==> src/rtl/csa_pkg.sv <==
// Shared constants and helpers for the carry-select adder slice.
package csa_pkg;

  // Legal operand widths for the adder.
  localparam int unsigned CSA_N_MIN = 1;
  localparam int unsigned CSA_N_MAX = 32;

  // Width of the low half when a stage of width n is split (floor of n/2).
  function automatic int unsigned csa_lo_width(input int unsigned n);
    return n / 2;
  endfunction

  // Width of the high half: whatever the low half does not take.
  function automatic int unsigned csa_hi_width(input int unsigned n);
    return n - (n / 2);
  endfunction

endpackage

==> src/rtl/csa_core.sv <==
// Purely combinational carry-select adder of width W, built recursively.
// A width-1 stage is a single full adder. Wider stages split into a low half
// (fed by the real carry-in) and two speculative copies of the high half
// (carry-in 0 and carry-in 1); the low half's carry-out picks the high copy.
module csa_core
  import csa_pkg::*;
#(
  parameter int unsigned W = 4
) (
  input  logic [W-1:0] a_i,
  input  logic [W-1:0] b_i,
  input  logic         ci_i,
  output logic [W-1:0] sum_o,
  output logic         co_o
);

  if (W == 1) begin : g_leaf
    fa u_fa (
      .a_i  (a_i[0]),
      .b_i  (b_i[0]),
      .ci_i (ci_i),
      .s_o  (sum_o[0]),
      .co_o (co_o)
    );
  end else begin : g_split
    localparam int unsigned L = csa_lo_width(W);
    localparam int unsigned H = csa_hi_width(W);

    logic [L-1:0] sum_lo;
    logic         c_lo;
    logic [H-1:0] sum_hi0;
    logic [H-1:0] sum_hi1;
    logic         co_hi0;
    logic         co_hi1;

    csa_core #(.W(L)) u_lo (
      .a_i   (a_i[L-1:0]),
      .b_i   (b_i[L-1:0]),
      .ci_i  (ci_i),
      .sum_o (sum_lo),
      .co_o  (c_lo)
    );

    csa_core #(.W(H)) u_hi0 (
      .a_i   (a_i[W-1:L]),
      .b_i   (b_i[W-1:L]),
      .ci_i  (1'b0),
      .sum_o (sum_hi0),
      .co_o  (co_hi0)
    );

    csa_core #(.W(H)) u_hi1 (
      .a_i   (a_i[W-1:L]),
      .b_i   (b_i[W-1:L]),
      .ci_i  (1'b1),
      .sum_o (sum_hi1),
      .co_o  (co_hi1)
    );

    // Low-half carry selects which speculative high half is the real one.
    always_comb begin
      sum_o = {(c_lo ? sum_hi1 : sum_hi0), sum_lo};
      co_o  = c_lo ? co_hi1 : co_hi0;
    end
  end

endmodule

==> src/rtl/csa_fa.sv <==
// 1-bit full adder: the leaf cell of the carry-select recursion.
module fa (
  input  logic a_i,
  input  logic b_i,
  input  logic ci_i,
  output logic s_o,
  output logic co_o
);

  // Sum is the parity of the three inputs; carry is their majority.
  always_comb begin
    s_o  = a_i ^ b_i ^ ci_i;
    co_o = (a_i & b_i) | (a_i & ci_i) | (b_i & ci_i);
  end

endmodule

==> src/rtl/csa.sv <==
// N-bit carry-select adder with combinational sum/carry and a registered
// copy of both for pipelined consumers. The registers only follow the
// combinational result; reset clears them but never touches sum/co.
module csa
  import csa_pkg::*;
#(
  parameter int unsigned N = 4
) (
  input  logic         clk,
  input  logic         reset,
  input  logic [N-1:0] a,
  input  logic [N-1:0] b,
  input  logic         ci,
  output logic [N-1:0] sum,
  output logic         co,
  output logic [N-1:0] sum_q,
  output logic         co_q
);

  logic [N-1:0] sum_d;
  logic         co_d;

  csa_core #(.W(N)) u_core (
    .a_i   (a),
    .b_i   (b),
    .ci_i  (ci),
    .sum_o (sum_d),
    .co_o  (co_d)
  );

  // Combinational outputs come straight from the adder tree.
  always_comb begin
    sum = sum_d;
    co  = co_d;
  end

  // Capture the settled result each edge; reset discards the value in flight.
  always_ff @(posedge clk) begin
    if (reset) begin
      sum_q <= '0;
      co_q  <= 1'b0;
    end else begin
      sum_q <= sum_d;
      co_q  <= co_d;
    end
  end

endmodule

==> config.mk <==
export PLATFORM = sky130hd
export DESIGN_NAME = csa
export DESIGN_NICKNAME = d
export VERILOG_FILES = /design/src/rtl/csa_pkg.sv /design/src/rtl/csa_core.sv /design/src/rtl/csa_fa.sv /design/src/rtl/csa.sv
export SDC_FILE = /design/constraint.sdc
export NUM_CORES = 1
export LEC_CHECK = 0
export ABC_AREA = 1
export BUFFER_PORTS_ARGS = -buffer_cell sky130_fd_sc_hd__buf_2
export CAP_MARGIN = 20
export CELL_PAD_IN_SITES_DETAIL_PLACEMENT = 0
export CELL_PAD_IN_SITES_GLOBAL_PLACEMENT = 2
export CORE_MARGIN = 2
export CORE_UTILIZATION = 18
export DETAILED_ROUTE_END_ITERATION = 7
export PLACE_DENSITY = 0.76
export SKIP_CTS_REPAIR_TIMING = 1
export SYNTH_ARGS = -nofsm -noshare
export SYNTH_HDL_FRONTEND = slang
export SYNTH_SLANG_ARGS = --single-unit
==> constraint.sdc <==
create_clock -name clk -period 0.96 [get_ports clk]
set_input_delay 0 -clock clk [delete_from_list [all_inputs] [get_ports clk]]
set_output_delay 0 -clock clk [all_outputs]
set_load 0.02 [all_outputs]
# == Yosys cells after proc, flatten, opt, wreduce, memory -nomap -nowiden ==
# Index checks and enable logic that the tools add are counted.
# totals
reg_bits,5
input_bits,11
wordCells,32
# classes
muxes,8
n_bitwise,22
# op_table
operator,count
$or 1x1->1,8
$mux 1,7
$and 1x1->1,6
$xor 1x1->1,5
$not 1->1,3
$mux 2,1

# == Logic depth before layout (Yosys ltp) ==
# Gate-level depths: netlist of run 1.
# depth
word_depth,5
depth_mapped,8

# == Modules after synthesis ==
# A second synthesis of run 1 with hierarchy kept.
# unflattened
cells_unflattened,66
area_unflattened_um2,486.7
# by_module_without_submodules
mod,instances,cells_each,area_per_inst_um2
fa,9,1,20.0
csa,1,15,137.6
csa_core at u_core.g_split.u_hi0 ...,3,10,41.3
csa_core at u_core,1,12,45.0

# == Worst setup path before layout of run 1 ==
# OpenSTA, ideal clock, no wires.
# synth_timing
path_kind,input port to flip-flop
start,in a[0]
end,reg sum_q[3]
setup_ns,0.111
t_arrival_ns,0.885
required_ns,0.849
setup_slack_ns,-0.036
path_stages,6
path_buffers,0
cell_sequence,inv_1 fa_1 o21ai_1 nand2_1 nand2_1 nor2_1
# synth_via
elab_chain_len,5
# synth_lines
item,line,text
start: declaration,csa.sv:11,"input logic [N-1:0] a,"
$and 1x1->1,csa_fa.sv:13,co_o = (a_i & b_i) | (a_i & ci_i) | (b_i & ci_i);
$or 1x1->1 * (2 in a row),csa_fa.sv:13,
$mux 1 *,csa_core.sv:63,co_o = c_lo ? co_hi1 : co_hi0;
$mux 2 *,csa_core.sv:62,"sum_o = {(c_lo ? sum_hi1 : sum_hi0), sum_lo};"
end signal: assignment,csa.sv:43,sum_q <= sum_d;
end: declaration,csa.sv:16,"output logic [N-1:0] sum_q,"
# Mark *: on every way between the ends. The rest lies on a longest branch, timed or not.
# A chain may end at the register's enable or synchronous reset.

# == Final worst setup path of run 1 ==
# layout_timing
start,in ci
end,out co
# layout_via
elab_chain_len,5
# layout_lines
item,line,text
start: declaration,csa.sv:13,"input logic ci,"
$and 1x1->1,csa_fa.sv:13,
$or 1x1->1,csa_fa.sv:13,
$or 1x1->1 *,csa_fa.sv:13,
$mux 1 * (2 in a row),csa_core.sv:63,
end: declaration,csa.sv:15,"output logic co,"
# Marked as above.

==> reports/qor.csv, run 1 <==
metric,value,unit
outcome,"complete, but fails checks",
violations,setup timing,
ff_latch_area,100,sq um
leakage,0.390,nW
cp-end-kind,output pin,
syn_nets,84,
num-nets-final,110,
layout_worst_path_cycle_share,111,%
hold_viol_final,0,
crit_fanout,6,
drtAntennaViolNets,0,
critPathKind,in -> out,
grt_usage,6.57,%
min_path_cells,4,
slew_headroom,86.3,%
synth_top_area_share,24.4,%
yosysWarnings,0,
synth_xor_area_share,0,%
ys.flop_type,dfxtp_1,
core,2190,sq um
clk_pin_slew,0.04,ns
syn_area_per_cell,6.22,sq um
fin_ws,-0.106,ns
setup_viol,4,
worstPathRequired,0.96,ns
cts_max_level,1,
drv_slew,0,
synth_simple_gate_area_share,28.7,%
grt.overflow.total,0,
n_fill_cell,252,
antenna_found_initial,0,
synth_top_family_by_area,simple AND/OR/NAND/NOR gates,
stdcell_area,662,sq um
gp_congestion,0.652,
fmax,938,MHz
dieArea,2680,sq um
drt_wl_total,756,um
drt-initial-drc-count,0,
pre_cts_ws,-0.122,ns
worst_slew_pin_slew,0.204,ns
cts_sinks,5,
crit_arrival,1.07,ns
seq_area_frac_synth,24.4,%
firstDrtPassIters,1,
cts_tree,built,
synth_compound_area_share,3.66,%
synth_cells,66,
cts_buffers,3,
synth_most_common_cell,nand2_1,
synth.lib_cells_used.distinct,12,
dieWidth,51.8,um
start_kind,input pin,
rsz0062_at_grt,true,
slowest_stage,fa_2,
grt_pass1_wl,1300,um
synth_fa_ha_area_share,23.2,%
dp_hpwl,679,um
placed_cell_area,544,sq um
yosysTopAreaCell,dfxtp_1,
worstHoldPathType,in -> reg,
crit_chain,buf_6 -> inv_4 -> fa_2 -> o21ai_4 -> nand2_2 -> nand2_2 -> inv_2 -> buf_6,
multi_input_area,274,sq um
rows,17,
ioPinCount,21,
min_period,1.07,ns
wl_per_cell,6.35,um
ys_async_sr_fraction,0,%
grt_pass1_vias,352,
vias_per_cell,3.54,
start_util,18.7,%
post-route-drc-count,0,
fp.dieH,51.8,um
synth_mux_area_share,0,%
syn-cell-area,410,sq um
n_antenna_cell,0,
port_buffers,20,
synth.area.top_cells,"dfxtp_1 (24%), nand2_1 (22%), ha_1 (18%), inv_1 (18%), fa_1 (4.9%)",
synth-edff-count,0,
cpPeakStageDelay,0.45,ns
cap_viol_max_count,0,
clock_path_buffers,2,
synth.top_cells.by_count,"nand2_1 (24), inv_1 (20), ha_1 (6)",
p_per_area,1280,nW/um^2
cts_root_buffer,clkbuf_4,
syn2layout_area_growth,61.3,%
vdd_drop_max,0.474,mV
grt_max_degree,7,
vias,421,
drive_gt1_share,48.4,%
synth_seq_cells,5,
## through the flow
| step | hold slack [ns] | std cells | utilization [%] | setup TNS, ns | total power [mW] |
|---|---|---|---|---|---|
| 3_5_place_dp | 0.225 | 113 | 24.8 | -0.706 | 0.530 |
| 6_report | 0.188 | 119 | 30.2 | -0.333 | 0.848 |
| 4_1_cts | -0.0302 | 117 | 26.0 | -0.423 | 0.778 |
| 5_1_grt | 0.217 | 119 | 30.2 | -0.594 | 0.910 |
| 2_1_floorplan | 0.0667 | 66 | - | 0 | 0.443 |
| 3_3_place_gp | 0.230 | 113 | 24.8 | -0.592 | 0.529 |
## where the power goes
part / switching (mW) / leakage, nW / internal [mW] / total (mW)
sequential: 0.00390 / 0.0418 / 0.231 / 0.235
clock: 0.0810 / 0.0150 / 0.157 / 0.238
combinational: 0.211 / 0.333 / 0.165 / 0.376
total: 0.296 / 0.390 / 0.552 / 0.848
## layout by cell type, fill, tap and decap left out, drive strengths merged
| cell type | netlist | final |
|---|---|---|
| a21oi | 1 | 1 |
| buf | 1 | 21 |
| clkbuf | 0 | 4 |
| dfxtp | 5 | 5 |
| dlygate4sd3 | 0 | 1 |
| fa | 1 | 1 |
| ha | 6 | 6 |
| inv | 20 | 20 |
| nand2 | 25 | 25 |
| nor2 | 4 | 4 |
| o21ai | 2 | 2 |
| or2 | 1 | 1 |
## per-layer routing
layer	vias up	share of wire (%)	GRT usage, %
met4	0	5.4	6.58
met3	4	6.5	1.15
met1	168	41	7.34
li1	233	-	-
met2	16	47	10.3
met5	-	0	0
## registers in the layout (all words and copies together) (netlist names)
signal / count
sum_q: 4
co_q: 1
## final cells by class
class,instances,share of cell area (%)
Multi-Input combinational cell,40,41.4
Timing Repair Buffer,22,22.5
Sequential cell,5,15.1
Inverter,20,11.7
Tap cell,28,5.29
Clock buffer,4,3.97
## cell families (layout without fill, tap and decap cells)
family | after synthesis | in the layout
and+or+nand+nor | 30 | 30
buffers and inverters | 21 | 46
adders and majority gates | 7 | 7
DFF | 5 | 5
AOI/OAI and AO/OA | 3 | 3
## worst paths after layout
check	from	endpoint
hold / removal	ci	sum_q[0]$_SDFF_PP0_
setup / recovery	ci	co
## worst max-delay path: cells and delay by family
family / cells / cell delay [ns]
AOI/OAI and AO/OA: 1 / 0.22
adders and majority gates: 1 / 0.45
and+or+nand+nor: 2 / 0.15
buffers and inverters: 4 / 0.26
No activity file was read; power rests on OpenSTA's default activity.
==> run 2: changes to the inputs <==
Settings changed: CORE_ASPECT_RATIO from default to 1.5, PLACE_DENSITY 0.76 to 0.71.
==> reports/qor.csv, run 2 (synthesis gave the netlist of run 1 again) <==
metric,value,unit,change
outcome,"complete, but fails checks",,
violations,setup timing,,
cp-end-kind,output pin,,
grt.overflow.total,0,,unchanged
largest_register_ffs,4,,unchanged
ff_latch_area,100,sq um,unchanged
drv_slew,0,,unchanged
crit_family,adder cells,,
mostFrequentLayoutCells,"nand2_1 (23), inv_1 (17), buf_2 (16), ha_1 (6), dfxtp_1 (5)",,
critPathKind,in -> out,,
drt-initial-drc-count,1,,+1
slowest_stage,fa_2,,
fp.dieH,62.5,um,+21%
n_fill_cell,258,,+2.4%
worst_slew_pin_slew,0.135,ns,-0.0692 ns
p_total,0.805,mW,-5.0%
cap_viol_max_count,0,,unchanged
syn2layout_area_growth,48.5,%,
fmax,943,MHz,+0.57%
top_regs,"sum_q (4), co_q (1)",,
post-route-drc-count,0,,unchanged
drt_wl_total,785,um,+3.8%
cpPeakStageDelay,0.42,ns,-0.03 ns
min_from,ci,,
firstDrtPassIters,3,,+2
path_depth,8,,unchanged
drive_gt1_share,34.1,%,-14 points
drtAntennaViolNets,0,,unchanged
antenna_found_initial,0,,unchanged
grt_max_degree,7,,unchanged
worstPathRequired,0.96,ns,about the same
setup_viol,3,,-1
port_buffers,20,,unchanged
gp_congestion,0.753,,+15%
cts_max_level,1,,unchanged
rsz0062_at_grt,true,,
min_period,1.06,ns,-0.00605 ns
hold_viol_final,0,,unchanged
ioPinCount,21,,unchanged
layout_worst_path_cycle_share,110,%,-0.63 points
start_kind,input pin,,
dieWidth,43.0,um,-17%
clk_pin_slew,0.04,ns,about the same
min_path_cells,4,,unchanged
rows,21,,+4
dieArea,2690,sq um,+0.29%
fin_ws,-0.0999,ns,+0.00605 ns
leakage,0.384,nW,-1.6%
cts_tree,built,,
core,2210,sq um,+0.74%
hold_end,sum_q[0]$_SDFF_PP0_,,
vdd_drop_max,0.294,mV,-38%
wl_per_cell,6.89,um,+8.4%
cts_buffers,3,,unchanged
multi_input_area,236,sq um,-14%
clock_path_buffers,2,,unchanged
crit_fanout,6,,unchanged
cts_sinks,5,,unchanged
crit_buf_inv,4,,unchanged
num-nets-final,110,,unchanged
p_per_area,1320,nW/um^2,+3.1%
crit_arrival,1.06,ns,about the same
vias_per_cell,3.77,,+6.6%
final_common_cell,nand2_1,,
dp_hpwl,719,um,+5.9%
vias,430,,+2.1%
crit_chain,buf_6 -> inv_2 -> fa_2 -> o21ai_2 -> nand2_1 -> nand2_1 -> inv_1 -> buf_6,,
grt_usage,6.16,%,-0.41 points
cts_root_buffer,clkbuf_4,,
pre_cts_ws,-0.128,ns,-0.00623 ns
grt_pass1_wl,1190,um,-8.5%
largest-register,sum_q,,
n_antenna_cell,0,,unchanged
start_util,18.6,%,-0.14 points
grt_pass1_vias,356,,+1.1%
worstHoldPathType,in -> reg,,
slew_headroom,90.9,%,+4.7 points
==> run 2: cell types whose count changed in the layout (fill, tap and decap cells not counted) <==
| cell | before | now |
|---|---|---|
| buf_2 | 15 | 16 |
| buf_6 | 5 | 4 |
| inv_1 | 14 | 17 |
| inv_2 | 5 | 3 |
| inv_4 | 1 | 0 |
| nand2_1 | 13 | 23 |
| nand2_2 | 11 | 2 |
| nand2_4 | 1 | 0 |
| o21ai_2 | 0 | 1 |
| o21ai_4 | 1 | 0 |
==> run 2: worst min-delay path: stages <==
cell    delay, ns
buf_6        0.09
inv_2        0.05
fa_2         0.21
nor2_1       0.04
==> run 2: area by class of cell <==
class | instances | share of cell area, %
clock buffers | 4 | 4.31
inverters | 20 | 12.3
multi-input cells | 40 | 38.8
flip-flops and latches | 5 | 16.4
well taps | 23 | 4.72
repair buffers | 22 | 23.4
==> run 2: worst max-delay path by stage <==
stage               from               to  slack, ns
floorplan           a[0]  co_q$_SDFF_PP0_       0.07
finish                ci               co       -0.1
global placement    a[0]               co      -0.11
detailed placement  a[0]               co      -0.13
global route          ci               co      -0.13
CTS                 a[0]               co      -0.13
==> run 2: where the power goes <==
group | switching, mW | internal (mW) | total (mW)
registers | 0.00383 | 0.231 | 0.235
logic | 0.189 | 0.143 | 0.332
clock network | 0.0823 | 0.157 | 0.239
==> run 2: layer usage <==
metal  global-route usage [%]  part of all wire (%)  wire [um]  vias to the layer above
li1                         -                     -          -                      232
met1                     4.57                    35        276                      178
met2                     11.0                    56        443                       16
met3                    0.867                   5.1         40                        4
met4                     7.95                   3.3         26                        0
met5                        0                     0          0                        -
==> run 2: metrics by stage <==
stage / utilization [%] / instances / hold slack [ns] / TNS [ns] / instance area, sq um
6_report: 27.6 / 114 / 0.196 / -0.234 / 609
5_1_grt: 27.6 / 114 / 0.214 / -0.379 / 609
4_1_cts: 25.6 / 112 / -0.0252 / -0.426 / 564
3_5_place_dp: 24.4 / 108 / 0.233 / -0.738 / 538
3_3_place_gp: 24.4 / 108 / 0.240 / -0.615 / 538
2_1_floorplan: - / 66 / 0.0667 / 0 / 417
